$ cat src/rtl/dmem_arbiter_if.sv
// Bundles the CPU MEM-stage, DMA/debug and dmem signals around the data-memory arbiter.
// The arbiter takes the slave view; the environment driving CPU/DMA/dmem takes the master view.
interface dmem_arbiter_if #(
    parameter int AW = 32,
    parameter int DW = 32
);
    logic          cpu_req;
    logic          cpu_we;
    logic [AW-1:0] cpu_addr;
    logic [DW-1:0] cpu_wdata;
    logic [DW-1:0] cpu_rdata;
    logic          cpu_stall;

    logic          dma_valid;
    logic          dma_we;
    logic [AW-1:0] dma_addr;
    logic [DW-1:0] dma_wdata;
    logic          dma_ready;
    logic [DW-1:0] dma_rdata;
    logic          dma_rvalid;

    logic          mem_we;
    logic [AW-1:0] mem_addr;
    logic [DW-1:0] mem_wdata;
    logic [DW-1:0] mem_rdata;

    logic [15:0]   conflict_cnt;

    modport slave (
        input  cpu_req, cpu_we, cpu_addr, cpu_wdata,
        output cpu_rdata, cpu_stall,
        input  dma_valid, dma_we, dma_addr, dma_wdata,
        output dma_ready, dma_rdata, dma_rvalid,
        output mem_we, mem_addr, mem_wdata,
        input  mem_rdata,
        output conflict_cnt
    );

    modport master (
        output cpu_req, cpu_we, cpu_addr, cpu_wdata,
        input  cpu_rdata, cpu_stall,
        output dma_valid, dma_we, dma_addr, dma_wdata,
        input  dma_ready, dma_rdata, dma_rvalid,
        input  mem_we, mem_addr, mem_wdata,
        output mem_rdata,
        input  conflict_cnt
    );
endinterface

$ cat src/rtl/dmem_arbiter.sv
// Single-port dmem arbiter: CPU has fixed priority, DMA is forced through after MAX_WAIT
// consecutive denied cycles (stalling the pipeline), plus a saturating conflict counter.
module dmem_arbiter #(
    parameter int AW       = 32,
    parameter int DW       = 32,
    parameter int MAX_WAIT = 4
) (
    input  logic           clk,
    input  logic           reset_n,
    dmem_arbiter_if.slave  bus
);
    typedef enum logic [0:0] {
        ST_PRI   = 1'b0,
        ST_FORCE = 1'b1
    } state_t;

    localparam logic [3:0] MAX_WAIT_M1 = 4'(MAX_WAIT - 1);

    state_t        state_r;
    state_t        state_next_s;
    logic [3:0]    wait_cnt_r;
    logic [3:0]    wait_cnt_next_s;
    logic          own_cpu_raw_s;
    logic          own_dma_raw_s;
    logic          stall_raw_s;
    logic          own_cpu_s;
    logic          own_dma_s;
    logic          dma_read_s;
    logic [DW-1:0] dma_rdata_r;
    logic          dma_rvalid_r;
    logic [15:0]   conflict_cnt_r;

    // Ownership decode from the current arbitration state
    always_comb begin
        own_cpu_raw_s = 1'b0;
        own_dma_raw_s = 1'b0;
        stall_raw_s   = 1'b0;
        case (state_r)
            ST_PRI: begin
                if (bus.cpu_req) begin
                    own_cpu_raw_s = 1'b1;
                end else begin
                    own_dma_raw_s = bus.dma_valid;
                end
            end
            ST_FORCE: begin
                // A forced cycle without a DMA request leaves dmem idle but still stalls the CPU
                own_dma_raw_s = bus.dma_valid;
                stall_raw_s   = bus.cpu_req;
            end
            default: begin
                own_cpu_raw_s = 1'b0;
                own_dma_raw_s = 1'b0;
                stall_raw_s   = 1'b0;
            end
        endcase
    end

    // Nothing is granted and nothing stalls while reset is asserted
    assign own_cpu_s  = reset_n & own_cpu_raw_s;
    assign own_dma_s  = reset_n & own_dma_raw_s;
    assign dma_read_s = own_dma_s & ~bus.dma_we;

    assign bus.cpu_stall = reset_n & stall_raw_s;
    assign bus.cpu_rdata = bus.mem_rdata;
    assign bus.dma_ready = own_dma_s;
    assign bus.mem_we    = own_cpu_s ? bus.cpu_we : (own_dma_s ? bus.dma_we : 1'b0);
    assign bus.mem_addr  = own_dma_s ? bus.dma_addr  : bus.cpu_addr;
    assign bus.mem_wdata = own_dma_s ? bus.dma_wdata : bus.cpu_wdata;

    assign bus.dma_rdata    = dma_rdata_r;
    assign bus.dma_rvalid   = dma_rvalid_r;
    assign bus.conflict_cnt = conflict_cnt_r;

    // Starvation tracking: count denied DMA cycles, force a grant after MAX_WAIT of them
    always_comb begin
        state_next_s    = ST_PRI;
        wait_cnt_next_s = 4'd0;
        if (bus.dma_valid && !own_dma_s) begin
            wait_cnt_next_s = wait_cnt_r + 4'd1;
            if (wait_cnt_r >= MAX_WAIT_M1) begin
                state_next_s = ST_FORCE;
            end else begin
                state_next_s = ST_PRI;
            end
        end else begin
            wait_cnt_next_s = 4'd0;
            state_next_s    = ST_PRI;
        end
    end

    // Arbitration state and wait counter
    always_ff @(posedge clk) begin
        if (!reset_n) begin
            state_r    <= ST_PRI;
            wait_cnt_r <= 4'd0;
        end else begin
            state_r    <= state_next_s;
            wait_cnt_r <= wait_cnt_next_s;
        end
    end

    // DMA read return path, one cycle after acceptance
    always_ff @(posedge clk) begin
        if (!reset_n) begin
            dma_rvalid_r <= 1'b0;
            dma_rdata_r  <= {DW{1'b0}};
        end else begin
            dma_rvalid_r <= dma_read_s;
            if (dma_read_s) begin
                dma_rdata_r <= bus.mem_rdata;
            end else begin
                dma_rdata_r <= dma_rdata_r;
            end
        end
    end

    // Saturating count of cycles where both masters want dmem
    always_ff @(posedge clk) begin
        if (!reset_n) begin
            conflict_cnt_r <= 16'd0;
        end else if (bus.cpu_req && bus.dma_valid && (conflict_cnt_r != 16'hFFFF)) begin
            conflict_cnt_r <= conflict_cnt_r + 16'd1;
        end else begin
            conflict_cnt_r <= conflict_cnt_r;
        end
    end
endmodule

$ cat src/flat_wrapper.sv
// flat-port wrapper written by rule: the top's interface ports become plain ports
module dmem_arbiter_flat 
#(
    parameter int AW       = 32,
    parameter int DW       = 32,
    parameter int MAX_WAIT = 4
)
  (clk, reset_n, bus_cpu_req, bus_cpu_we, bus_cpu_addr, bus_cpu_wdata, bus_cpu_rdata, bus_cpu_stall, bus_dma_valid, bus_dma_we, bus_dma_addr, bus_dma_wdata, bus_dma_ready, bus_dma_rdata, bus_dma_rvalid, bus_mem_we, bus_mem_addr, bus_mem_wdata, bus_mem_rdata, bus_conflict_cnt);
  dmem_arbiter_if #(.AW(AW), .DW(DW)) bus_i ();
  input  logic clk;
  input  logic reset_n;
  input wire logic [$bits(bus_i.cpu_req)-1:0] bus_cpu_req;
  input wire logic [$bits(bus_i.cpu_we)-1:0] bus_cpu_we;
  input wire logic [$bits(bus_i.cpu_addr)-1:0] bus_cpu_addr;
  input wire logic [$bits(bus_i.cpu_wdata)-1:0] bus_cpu_wdata;
  output wire logic [$bits(bus_i.cpu_rdata)-1:0] bus_cpu_rdata;
  output wire logic [$bits(bus_i.cpu_stall)-1:0] bus_cpu_stall;
  input wire logic [$bits(bus_i.dma_valid)-1:0] bus_dma_valid;
  input wire logic [$bits(bus_i.dma_we)-1:0] bus_dma_we;
  input wire logic [$bits(bus_i.dma_addr)-1:0] bus_dma_addr;
  input wire logic [$bits(bus_i.dma_wdata)-1:0] bus_dma_wdata;
  output wire logic [$bits(bus_i.dma_ready)-1:0] bus_dma_ready;
  output wire logic [$bits(bus_i.dma_rdata)-1:0] bus_dma_rdata;
  output wire logic [$bits(bus_i.dma_rvalid)-1:0] bus_dma_rvalid;
  output wire logic [$bits(bus_i.mem_we)-1:0] bus_mem_we;
  output wire logic [$bits(bus_i.mem_addr)-1:0] bus_mem_addr;
  output wire logic [$bits(bus_i.mem_wdata)-1:0] bus_mem_wdata;
  input wire logic [$bits(bus_i.mem_rdata)-1:0] bus_mem_rdata;
  output wire logic [$bits(bus_i.conflict_cnt)-1:0] bus_conflict_cnt;
  assign bus_i.cpu_req = bus_cpu_req;
  assign bus_i.cpu_we = bus_cpu_we;
  assign bus_i.cpu_addr = bus_cpu_addr;
  assign bus_i.cpu_wdata = bus_cpu_wdata;
  assign bus_cpu_rdata = bus_i.cpu_rdata;
  assign bus_cpu_stall = bus_i.cpu_stall;
  assign bus_i.dma_valid = bus_dma_valid;
  assign bus_i.dma_we = bus_dma_we;
  assign bus_i.dma_addr = bus_dma_addr;
  assign bus_i.dma_wdata = bus_dma_wdata;
  assign bus_dma_ready = bus_i.dma_ready;
  assign bus_dma_rdata = bus_i.dma_rdata;
  assign bus_dma_rvalid = bus_i.dma_rvalid;
  assign bus_mem_we = bus_i.mem_we;
  assign bus_mem_addr = bus_i.mem_addr;
  assign bus_mem_wdata = bus_i.mem_wdata;
  assign bus_i.mem_rdata = bus_mem_rdata;
  assign bus_conflict_cnt = bus_i.conflict_cnt;
  dmem_arbiter #(.AW(AW), .DW(DW), .MAX_WAIT(MAX_WAIT)) u_core (.clk(clk), .reset_n(reset_n), .bus(bus_i));
endmodule
$ cat config.mk
export PLATFORM = sky130hd
export DESIGN_NAME = dmem_arbiter_flat
export DESIGN_NICKNAME = d
export VERILOG_FILES = /design/src/rtl/dmem_arbiter_if.sv /design/src/rtl/dmem_arbiter.sv /design/src/flat_wrapper.sv
export SDC_FILE = /design/constraint.sdc
export NUM_CORES = 1
export LEC_CHECK = 0
export ABC_AREA = 1
export BUFFER_PORTS_ARGS = -buffer_cell sky130_fd_sc_hd__buf_2
export CAP_MARGIN = 20
export CORE_MARGIN = 5
export CORE_UTILIZATION = 25
export DETAILED_ROUTE_END_ITERATION = 6
export GPL_TIMING_DRIVEN = 1
export HOLD_SLACK_MARGIN = 0.08
export REMOVE_ABC_BUFFERS = 1
export SETUP_SLACK_MARGIN = 0.2
export SKIP_CTS_REPAIR_TIMING = 1
export SLEW_MARGIN = 20
export SYNTH_ARGS = -nofsm -noshare
export SYNTH_HDL_FRONTEND = slang
export SYNTH_SLANG_ARGS = --single-unit
$ cat constraint.sdc
create_clock -name clk -period 2.05 [get_ports clk]
set_clock_uncertainty 0.2 [all_clocks]
set_input_delay 0.205 -clock clk [delete_from_list [all_inputs] [get_ports clk]]
set_output_delay 0.205 -clock clk [all_outputs]
set_load 0.01 [all_outputs]
After elaboration in Yosys (flattened, before gate mapping)
Index checks and enable logic that the tools add are counted.
Storage, ports and cells
  register bits after elaboration: 54
  bits in latches: 0
  bits in writable memories: 0
  bits in read-only memories: 0
  output and inout port bits: 148
  logic and storage cells: 30
  memories: 0
Operators by class
  add/subtract/negate cells: 2
  multiply operators: 0
  div/mod/pow operators: 0
  magnitude comparators: 1
  eq/ne operators: 1
  shift operators: 0
  multiplexer cells: 10
  bitwise operators: 6
  reduce and logical (&&, ||, !) cells: 5
Operators with widths (count)
  32-bit two-way mux: 2
  16-bit by 1-bit adder with 16-bit output (second input constant): 1
  16-bit inequality test (second input constant): 1
  1-bit two-way mux: 7
  4-bit by 1-bit adder with 4-bit output (second input constant): 1
  1-bit AND: 4
  4-bit by 2-bit greater-or-equal comparator with 1-bit output (second input constant): 1
  1-bit logical AND: 3
  1-bit NOT: 2
  1-bit case mux with 2 select lines: 1
  2-bit AND reduction: 1
  1-bit zero test: 1

Logic depth before layout (Yosys ltp)
Gate-level depths: netlist of run 1.
  word-level depth: 6
  gate-level depth with buffers: 10

Worst setup path before layout of run 1
Ideal clock, no wire load.
  path type: reg2reg
  start point: register u_core.conflict_cnt_r[0], in the netlist u_core.bus.conflict_cnt[0]
  end point: register u_core.conflict_cnt_r[15], in the netlist u_core.bus.conflict_cnt[15]
  data arrival time: 1338 ps
  required time: 1735 ps
  path slack: 397 ps
  stages on the path, launching flop included: 8
  buffers on the path: 1
  cells stage by stage: dfxtp_1 -> ha_1 -> nand3_1 -> nor2_4 -> nand3_4 -> buf_6 -> a21oi_1 -> nor2_1
On the way
  word-level cells in the longest chain between the ends: 2
RTL lines
  start, declared: line dmem_arbiter.sv:31  | logic [15:0] conflict_cnt_r;
  start signal, assigned: line dmem_arbiter.sv:123  | conflict_cnt_r <= conflict_cnt_r + 16'd1;
  start signal, assigned: line dmem_arbiter.sv:125  | conflict_cnt_r <= conflict_cnt_r;
  branches (longest 2 deep; another with 16-bit by 1-bit adder with 16-bit output)
Parallel ways; which one is timed is not known.
A chain may end at the register's enable or synchronous reset.

Final worst setup path of run 1
  start point: register u_core.state_r
  end point: output port bus_mem_we
On the way
  word-level cells in the longest chain between the ends: 5
RTL lines
  start, declared: line dmem_arbiter.sv:19  | state_t state_r;
  start signal, assigned: line dmem_arbiter.sv:98  | state_r <= state_next_s;
  1-bit NOT: line dmem_arbiter.sv:38  | case (state_r)
  1-bit case mux with 2 select lines: line dmem_arbiter.sv:38
  1-bit AND: line dmem_arbiter.sv:61  | assign own_dma_s = reset_n & own_dma_raw_s;
  1-bit two-way mux: line dmem_arbiter.sv:67  | assign bus.mem_we = own_cpu_s ? bus.cpu_we : (own_dma_s ? bus.dma_we : 1'b0);
  1-bit two-way mux *: line dmem_arbiter.sv:67
  end, declared: line flat_wrapper.sv:25  | output wire logic [$bits(bus_i.mem_we)-1:0] bus_mem_we;
Every way passes the cells marked *; elsewhere a longest branch is shown, timed or not.

==> metrics.md, run 1 <==
| Metric | Value |
|---|---|
| Status | `complete, no violations` |
| Compound-cell area share of the yosys netlist | `7.33%` |
| Max_cap viols | `0` |
| Final core occ | `41.6%` |
| WL final | `15800 µm` |
| DIE AREA | `0.0157 mm²` |
| Share of post-route cells with drive strength above 1 | `40.9%` |
| Num CTS Buffers | `5` |
| Largest family of logic cells by synthesized area | `simple AND/OR/NAND/NOR gates` |
| Data required time of the worst path | `1.64 ns` |
| Sink Count | `54` |
| Core area | `0.0131 mm²` |
| Async SR Flop Fraction | `0%` |
| Yosys top cell by area | `nand2_1` |
| Largest net degree at the start of global routing | `66` |
| N_diodes | `0` |
| Clock buffer depth | `2` |
| Post-synthesis sequential element count | `54` |
| EDFF count, synth | `0` |
| Min Tclk post-route | `1.84 ns` |
| Sequential area share after synthesis | `32.5%` |
| Top FF cell, synth | `dfxtp_1` |
| Crit end category | `primary output` |
| 1st-pass router iterations | `5` |
| GP Congestion | `0.940` |
| Adder-Cell Fraction of Synth Area | `0.752%` |
| Synth warnings | `0` |
| Reg2reg end | `u_core.bus.conflict_cnt[13]` |
| IO Count | `314` |
| Hold Slack | `0.129 ns` |
| Reg2Reg Setup Slack | `0.31 ns` |
| Vias in the first global route | `4055` |
| Num rows | `42` |
| Post-DP HPWL | `11800 µm` |
| RSZ-0062 raised after global routing | `true` |
| Antenna violations before repair | `0` |
| Sink of the worst hold path | `u_core.bus.dma_rvalid` |
| Mean Syn Cell Area | `5.92 µm²` |
| Reg-to-reg startpoint | `u_core.bus.conflict_cnt[0]` |
| Vias per cell | `4.36` |
| # port buffers | `313` |
| Average wire per standard cell | `15.1 µm` |
| Final #Nets | `1036` |
| P per Cell Area | `489 mW/mm²` |
| Post-synthesis cell type count | `26` |
| Area delta synth->final | `64.1%` |
| Arr. time, crit path | `1.44 ns` |
| Clock Latency Late Sink | `0.29 ns` |
| CTS tree | `built` |
| Lkg Pwr | `3.07 nW` |
| Global route overflow | `0` |
| Mapped Area | `0.00333 mm²` |
| Pins Over Slew Limit | `0` |
| Clock transition at the registers of the reported paths | `0.07 ns` |
| CP Class | `flop to primary output` |
| Final setup violating endpoints | `0` |
| CP max FO | `16` |
| Syn Inst Count | `562` |
| Placed Cells | `998` |
| Slew HR | `75.1%` |
| Startpoint types | `flop` |
| Fmax | `543 MHz` |
| ANT nets after route | `0` |
| Worst Tran Pin Value | `0.370 ns` |
| Reg2Reg Depth | `6` |
| GRT Util Overall | `17.1%` |
| Final Hold Vio Count | `0` |
| Vias | `4549` |
| Root Buffer | `clkbuf_16` |
| First-pass GRT wire length | `21700 µm` |
| Post-synthesis mux area share | `0%` |
| XOR/XNOR share of the synthesized area | `0.263%` |
| Fin crit share | `89.8%` |
| Die height | `125 µm` |
| Maximum vdd ir drop | `312 µV` |
| Hold path startpoint | `bus_dma_we` |
| Post-Synth Simple-Gate Area | `44.6%` |
| Yosys top cell area share | `33.7%` |
| Hold Path Cell Cnt | `3` |
| CTS H-tree lvls | `2` |
| Hold WC Path Type | `input port to flop` |
| Die width | `125 µm` |
| Post-route insts no fill | `1044` |
| Initial Util | `25.3%` |
| Synth area leaders | `nand2_1 (34%), dfxtp_1 (32%), buf_4 (8.1%), nor2_1 (4.5%), o21ai_0 (3.8%)` |
| DRC errors left | `0` |
| 1st-iter DRT viols | `300` |
[critical path: stages (launching register included)]
cell     delay [ns]
dfxtp_2        0.33
inv_2          0.06
nand2_4        0.07
nand2_8        0.12
inv_8          0.06
buf_12         0.15
a32o_1         0.23
buf_6          0.13
[worst max path at each step]
stage,cells after the start,endpoint,startpoint
2_1_floorplan,5,u_core.bus.dma_rdata[0],u_core.state_r
3_3_place_gp,8,bus_mem_wdata[17],reset_n
6_report,7,bus_mem_we,u_core.state_r
4_1_cts,7,bus_mem_wdata[17],u_core.state_r
3_5_place_dp,8,bus_mem_wdata[17],reset_n
5_1_grt,7,bus_mem_we,u_core.state_r
[state kept, by name, summed over array words and instances, names as in the netlist]
register	cells
u_core.bus.dma_rdata	32
u_core.bus.conflict_cnt	16
u_core.wait_cnt_r	4
u_core.bus.dma_rvalid	1
u_core.state_r	1
[cell usage after synthesis (2+ instances only)]
| master | number |
|---|---|
| buf_4 | 36 |
| nor2_1 | 40 |
| nand3_1 | 20 |
| inv_2 | 6 |
| nand2_2 | 3 |
| a21oi_1 | 11 |
| buf_6 | 2 |
| nand4_1 | 3 |
| nand2_1 | 299 |
| nor2_2 | 2 |
| buf_2 | 15 |
| clkbuf_1 | 7 |
| dfxtp_1 | 54 |
| o21ai_0 | 25 |
| nor3_1 | 2 |
| o21ai_1 | 9 |
| ha_1 | 2 |
| inv_1 | 18 |
[logic make-up after synthesis]
logic type	count (synthesis)
AND/OR/NAND/NOR	374
buffers and inverters	84
AO/OA/AOI/OAI	47
adder cells (fa/ha/maj)	2
XOR/XNOR	1
flip-flops	54
[routing by layer]
layer | GRT usage (%) | vias up | wire length, µm
met5 | 0 | - | 0
met4 | 3.76 | 0 | 205
met3 | 5.37 | 25 | 1510
met2 | 26.4 | 220 | 7200
met1 | 23.3 | 1994 | 6860
li1 | - | 2310 | -
[placed cells by master (no fill, tap or decap), types with 2 or more instances in the layout]
cell type / synthesis / layout
buf_12: 0 / 4
dfxtp_1: 54 / 53
inv_2: 6 / 6
a21oi_1: 11 / 11
o21ai_0: 25 / 25
nand2_2: 3 / 3
buf_2: 15 / 310
nor2_4: 1 / 2
nand3_2: 1 / 2
nor2_2: 2 / 2
buf_4: 36 / 6
nor3_1: 2 / 2
nand4_1: 3 / 3
nand3_1: 20 / 20
buf_6: 2 / 2
inv_1: 18 / 17
ha_1: 2 / 2
clkbuf_16: 0 / 9
dlygate4sd3_1: 0 / 32
nand2_1: 299 / 297
nor2_1: 40 / 39
o21ai_1: 9 / 9
[report_power, final]
group	total (mW)	switching (mW)	leakage, nW	internal, mW
Combinational	0.722	0.375	2.56	0.348
Sequential	1.09	0.0151	0.438	1.08
Clock	0.858	0.408	0.0701	0.450
[area by class of cell]
| class | count | area [µm²] |
|---|---|---|
| Multi-Input combinational cell | 425 | 1800 |
| Tap cell | 176 | 220 |
| Timing Repair Buffer | 358 | 2120 |
| Fill cell | 1434 | 7670 |
| Clock inverter | 2 | 13.8 |
| Inverter | 24 | 97.6 |
| Sequential cell | 54 | 1080 |
| Clock buffer | 5 | 125 |
[stage by stage]
step | setup TNS [ns] | area (µm²) | setup WS, ns | power (mW)
finish | 0 | 5460 | 0.208 | 2.67
global route | 0 | 5460 | 0.153 | 2.81
CTS | 0 | 4960 | 0.0294 | 2.62
detailed placement | 0 | 4820 | 0.341 | 1.75
global placement | 0 | 4820 | 0.320 | 1.75
floorplan | -111.07 | 2930 | -1.88 | 1.33
No activity file was read; power rests on OpenSTA's default activity.
==> inputs of run 2 (changes only) <==
- CORE_MARGIN: 5 -> 8
- REMOVE_ABC_BUFFERS: 1 -> not set
==> run 2 against run 1 <==
Against the previous run: cell area is 0.87% higher; total power fell by 0.62%; first-iteration DRC count decreased by 13%; die area increased by 9.8%; sequential power about the same; core utilization up 0.36 points; routed wire length increased by 0.23%; sequential cell count did not move; setup slack got worse by 0.019 ns; via count decreased by 2.9%; combinational power hardly changed; largest power group unchanged; highest routed layer unchanged.
==> metrics.md, run 2 (synthesis gave the netlist of run 1 again) <==
| Metric | Value |
|---|---|
| Post-DP Area | `0.00481 mm² (was 0.00482 mm²)` |
| Pre-CTS WS | `0.403 ns (was 0.341 ns)` |
| CP max FO | `8 (was 16)` |
| DRC errors left | `0 (unchanged)` |
| # port buffers | `313 (unchanged)` |
| Average wire per standard cell | `15.1 µm (about the same)` |
| Clock buffer depth | `2 (unchanged)` |
| Clock transition at the registers of the reported paths | `0.07 ns (about the same)` |
| IO Count | `314 (unchanged)` |
| CP Class | `flop to primary output (unchanged)` |
| Slew HR | `71.3% (was 75.1%)` |
| Design Area, Final | `0.00551 mm² (was 0.00546 mm²)` |
| Die height | `131 µm (was 125 µm)` |
| Arr. time, crit path | `1.46 ns (was 1.44 ns)` |
| ANT nets after route | `0 (unchanged)` |
| Fmax | `537 MHz (was 543 MHz)` |
| Final setup violating endpoints | `0 (unchanged)` |
| Root Buffer | `clkbuf_16 (unchanged)` |
| RSZ-0062 raised after global routing | `true (unchanged)` |
| WL final | `15800 µm (about the same)` |
| Hold WC Path Type | `input port to flop (unchanged)` |
| Startpoint types | `flop (unchanged)` |
| Initial Util | `25.3% (unchanged)` |
| CTS H-tree lvls | `2 (unchanged)` |
| N_diodes | `0 (unchanged)` |
| Share of post-route cells with drive strength above 1 | `41.7% (was 40.9%)` |
| DIE AREA | `0.0173 mm² (was 0.0157 mm²)` |
| 1st-pass router iterations | `5 (unchanged)` |
| Num CTS Buffers | `5 (unchanged)` |
| Sink Count | `54 (unchanged)` |
| Vias in the first global route | `3972 (was 4055)` |
| Syn Nets | `730` |
| P per Cell Area | `482 mW/mm² (was 489 mW/mm²)` |
| Num rows | `42 (unchanged)` |
| Antenna violations before repair | `0 (unchanged)` |
| Worst Tran Pin Value | `0.430 ns (was 0.370 ns)` |
| CTS tree | `built (unchanged)` |
| Max reg flops | `32 (unchanged)` |
| Vias per cell | `4.22 (was 4.36)` |
| Crit end category | `primary output (unchanged)` |
| Most frequent cells in the layout | `buf_2 (312), nand2_1 (291), dfxtp_1 (53) (was buf_2 (310), nand2_1 (297), dfxtp_1 (53))` |
| GP Congestion | `0.830 (was 0.940)` |
| Post-route insts no fill | `1046 (was 1044)` |
| Lkg Pwr | `3.10 nW (was 3.07 nW)` |
| Pins Over Slew Limit | `0 (unchanged)` |
| Min Tclk post-route | `1.86 ns (was 1.84 ns)` |
| Fillcell total | `1388 (was 1434)` |
| 1st-iter DRT viols | `260 (was 300)` |
| Max_cap viols | `0 (unchanged)` |
| Final Hold Vio Count | `0 (unchanged)` |
| Area delta synth->final | `65.6% (was 64.1%)` |
| Setup ws final | `0.189 ns (was 0.208 ns)` |
| Commonest non-fill, non-tap cell in the layout | `buf_2 (unchanged)` |
| GRT Util Overall | `15.2% (was 17.1%)` |
| Hold Slack | `0.158 ns (was 0.129 ns)` |
| Maximum vdd ir drop | `274 µV (was 312 µV)` |
| Fin crit share | `90.8% (was 89.8%)` |
| Clock Latency Late Sink | `0.29 ns (about the same)` |
| Setup TNS | `0 ns (unchanged)` |
| Die width | `131 µm (was 125 µm)` |
| Vias | `4417 (was 4549)` |
| First-pass GRT wire length | `21800 µm (was 21700 µm)` |
| Largest net degree at the start of global routing | `67 (was 66)` |
| Core area | `0.0131 mm² (unchanged)` |
| Placed Cells | `997 (was 998)` |
| Data required time of the worst path | `1.64 ns (about the same)` |
| Status | `complete, no violations (unchanged)` |
| Global route overflow | `0 (unchanged)` |
| Post-DP HPWL | `11400 µm (was 11800 µm)` |
| Final #Nets | `1038 (was 1036)` |
==> run 2: cell types whose count changed in the layout (fill, tap and decap cells not counted) <==
cell       previous run  this run
nand2_1             297       291
nand2_2               3         9
buf_2               310       312
buf_4                 6         4
buf_6                 2         4
buf_12                4         3
buf_8                 0         1
clkbuf_16             9        10
clkinv_8              0         1
inv_8                 1         0
nand3_2               2         1
==> run 2: through the flow <==
| stage | util, % | total power, mW |
|---|---|---|
| global placement | 36.6 | 1.74 |
| detailed placement | 36.6 | 1.74 |
| floorplan | - | 1.42 |
| CTS | 37.7 | 2.59 |
| finish | 41.9 | 2.65 |
| global route | 41.9 | 2.81 |
==> run 2: worst paths after layout <==
path | startpoint | to | slack, ns | depth (start not counted)
max | u_core.state_r | bus_mem_we | 0.19 | 7
min reg2reg | u_core.wait_cnt_r[0] | u_core.wait_cnt_r[0] | 0.25 | 1
max reg2reg | u_core.bus.conflict_cnt[0] | u_core.bus.conflict_cnt[4] | 0.37 | 6
min | bus_dma_we | u_core.bus.dma_rvalid | 0.16 | 3
==> run 2: critical path, stage by stage (launching register included) <==
cell	delay, ns
dfxtp_2	0.32
inv_2	0.06
nand2_4	0.07
nand2_8	0.11
clkinv_8	0.10
clkbuf_16	0.18
a32o_1	0.19
buf_2	0.13
==> run 2: layout make-up <==
class / instances / area, µm² / area share [%]
repair buffers: 361 / 2160 / 39.1
multi-input cells: 424 / 1810 / 32.8
flip-flops and latches: 54 / 1080 / 19.6
well taps: 176 / 220 / 4.00
clock buffers: 5 / 125 / 2.27
inverters: 24 / 103 / 1.86
clock inverters: 2 / 13.8 / 0.250
==> run 2: routing by layer <==
layer  track usage, %  vias up  part of all wire [%]
li1                 -     2313                     -
met1             18.6     1917                    42
met2             25.8      183                    48
met3             5.41        4                   9.1
met4             1.91        0                  0.31
met5                0        -                     0
==> run 2: power by group <==
group / internal (mW) / switching (mW) / leakage [nW] / total (mW)
Sequential: 1.08 / 0.0151 / 0.438 / 1.09
Combinational: 0.352 / 0.370 / 2.59 / 0.722
Clock: 0.449 / 0.392 / 0.0701 / 0.842
==> inputs of run 3 (changes only) <==
- RECOVER_POWER: not set -> 25
- SETUP_SLACK_MARGIN: 0.2 -> 0.5
==> run 3 against run 2 <==
Against the previous run: count of clock-buffer cells in the layout up 1; largest cell class unchanged; clock power grew 7.0%; first-iteration DRC count down 6.9%; critical endpoint is now bus_mem_addr[6]; final cell count increased by 2.1%; setup slack improved by 0.0047 ns; fmax increased by 0.26%; critical path depth up 1; worst hold slack better by 0.058 ns; register-to-register slack lost 0.05 ns.
==> metrics.md, run 3 (synthesis gave the netlist of run 1 again) <==
| Metric | Value |
|---|---|
| Core area | `0.0131 mm² (unchanged)` |
| Hold WC Path Type | `input port to flop (unchanged)` |
| Clock buffer depth | `2 (unchanged)` |
| Post-DP HPWL | `11900 µm (was 11400 µm)` |
| CP max FO | `6 (was 8)` |
| Average wire per standard cell | `16.3 µm (was 15.1 µm)` |
| Post-DP Area | `0.00483 mm² (was 0.00481 mm²)` |
| Clock Latency Late Sink | `0.30 ns (was 0.29 ns)` |
| Clock transition at the registers of the reported paths | `0.07 ns (about the same)` |
| CP Class | `flop to primary output (unchanged)` |
| Max_cap viols | `0 (unchanged)` |
| Final Hold Vio Count | `0 (unchanged)` |
| Initial Util | `25.3% (unchanged)` |
| Final core occ | `46.9% (was 41.9%)` |
| Vias | `4655 (was 4417)` |
| CTS H-tree lvls | `2 (unchanged)` |
| GRT Util Overall | `16.1% (was 15.2%)` |
| IO Count | `314 (unchanged)` |
| Setup TNS | `0 ns (unchanged)` |
| RSZ-0062 raised after global routing | `true (unchanged)` |
| Largest net degree at the start of global routing | `66 (was 67)` |
| Status | `complete, no violations (unchanged)` |
| Worst Tran Pin Value | `0.403 ns (was 0.430 ns)` |
| Most frequent cells in the layout | `nand2_1 (263), buf_2 (263), dfxtp_1 (51) (was buf_2 (312), nand2_1 (291), dfxtp_1 (53))` |
| Syn Nets | `730 (unchanged)` |
| Fin crit share | `90.5% (was 90.8%)` |
| Final #Nets | `1058 (was 1038)` |
| Pins Over Slew Limit | `0 (unchanged)` |
| First-pass GRT wire length | `22400 µm (was 21800 µm)` |
| Antenna violations before repair | `1 (was 0)` |
| Area delta synth->final | `85.0% (was 65.6%)` |
| Slew HR | `73.1% (was 71.3%)` |
| Max reg flops | `32 (unchanged)` |
| Num rows | `42 (unchanged)` |
| Root Buffer | `clkbuf_16 (unchanged)` |
| ANT nets after route | `0 (unchanged)` |
| Startpoint types | `flop (unchanged)` |
| 1st-pass router iterations | `5 (unchanged)` |
| Num CTS Buffers | `5 (unchanged)` |
| Crit end category | `primary output (unchanged)` |
| Lkg Pwr | `3.20 nW (was 3.10 nW)` |
| Sink Count | `54 (unchanged)` |
| Die height | `131 µm (unchanged)` |
| Fillcell total | `1378 (was 1388)` |
| WL final | `17400 µm (was 15800 µm)` |
| Vias in the first global route | `3974 (was 3972)` |
| DRC errors left | `0 (unchanged)` |
| Data required time of the worst path | `1.64 ns (about the same)` |
| Min Tclk post-route | `1.86 ns (about the same)` |
| # port buffers | `313 (unchanged)` |
| Global route overflow | `0 (unchanged)` |
| CTS tree | `built (unchanged)` |
| Design Area, Final | `0.00616 mm² (was 0.00551 mm²)` |
| Vias per cell | `4.36 (was 4.22)` |
| P per Cell Area | `453 mW/mm² (was 482 mW/mm²)` |
| Arr. time, crit path | `1.45 ns (was 1.46 ns)` |
| Maximum vdd ir drop | `279 µV (was 274 µV)` |
| Final setup violating endpoints | `0 (unchanged)` |
| Share of post-route cells with drive strength above 1 | `44.9% (was 41.7%)` |
| Die width | `131 µm (unchanged)` |
| GP Congestion | `0.877 (was 0.830)` |
| 1st-iter DRT viols | `242 (was 260)` |
| DIE AREA | `0.0173 mm² (unchanged)` |
| Fmax | `539 MHz (was 537 MHz)` |
## run 3: critical path, cell delays in order, from the launching register on
cell and delay (ns):
dfxtp_1 0.32, inv_1 0.09, nand2_4 0.08, nand2_8 0.12, clkinv_8 0.10, clkbuf_16 0.17, nand2_1 0.06, nand2_1 0.08
buf_6 0.13
## run 3: stage by stage
stage | power, mW | setup WS, ns | cells | hold WS [ns]
after floorplan | 1.42 | 0.505 | 562 | 0.118
after global placement | 1.75 | 0.339 | 997 | 0.219
after detailed placement | 1.75 | 0.359 | 997 | 0.221
after CTS | 2.67 | 0.0249 | 1005 | -0.104
after global routing | 2.94 | 0.117 | 1068 | 0.231
final | 2.79 | 0.194 | 1068 | 0.216
## run 3: layer usage
layer / track usage (%) / up-vias / share of wire (%)
li1: - / 2358 / -
met1: 19.3 / 2093 / 41
met2: 27.0 / 186 / 50
met3: 5.60 / 18 / 7.9
met4: 3.45 / 0 / 1.2
met5: 0 / - / 0
## run 3: final timing paths
| check | slack (ns) | to | startpoint | cells past startpoint |
|---|---|---|---|---|
| worst max-delay path | 0.19 | bus_mem_addr[6] | u_core.state_r | 8 |
| worst min-delay path | 0.22 | u_core.wait_cnt_r[1] | bus_cpu_req | 5 |
| worst max register to register | 0.32 | u_core.bus.dma_rdata[0] | u_core.state_r | 8 |
| worst min register to register | 0.26 | u_core.wait_cnt_r[0] | u_core.wait_cnt_r[0] | 1 |
## run 3: where the power goes
group / total [mW] / switching (mW) / internal (mW)
logic: 0.797 / 0.403 / 0.394
clock network: 0.901 / 0.410 / 0.492
registers: 1.09 / 0.0157 / 1.07
## run 3: layout make-up
type	count	area, µm²	area share [%]
Antenna cell	1	2.50	0.0406
Clock buffer	6	139	2.26
Clock inverter	2	17.5	0.284
Inverter	24	103	1.67
Multi-Input combinational cell	427	2130	34.5
Sequential cell	54	1090	17.7
Tap cell	176	220	3.58
Timing Repair Buffer	377	2450	39.8
Timing Repair inverter	1	8.76	0.142
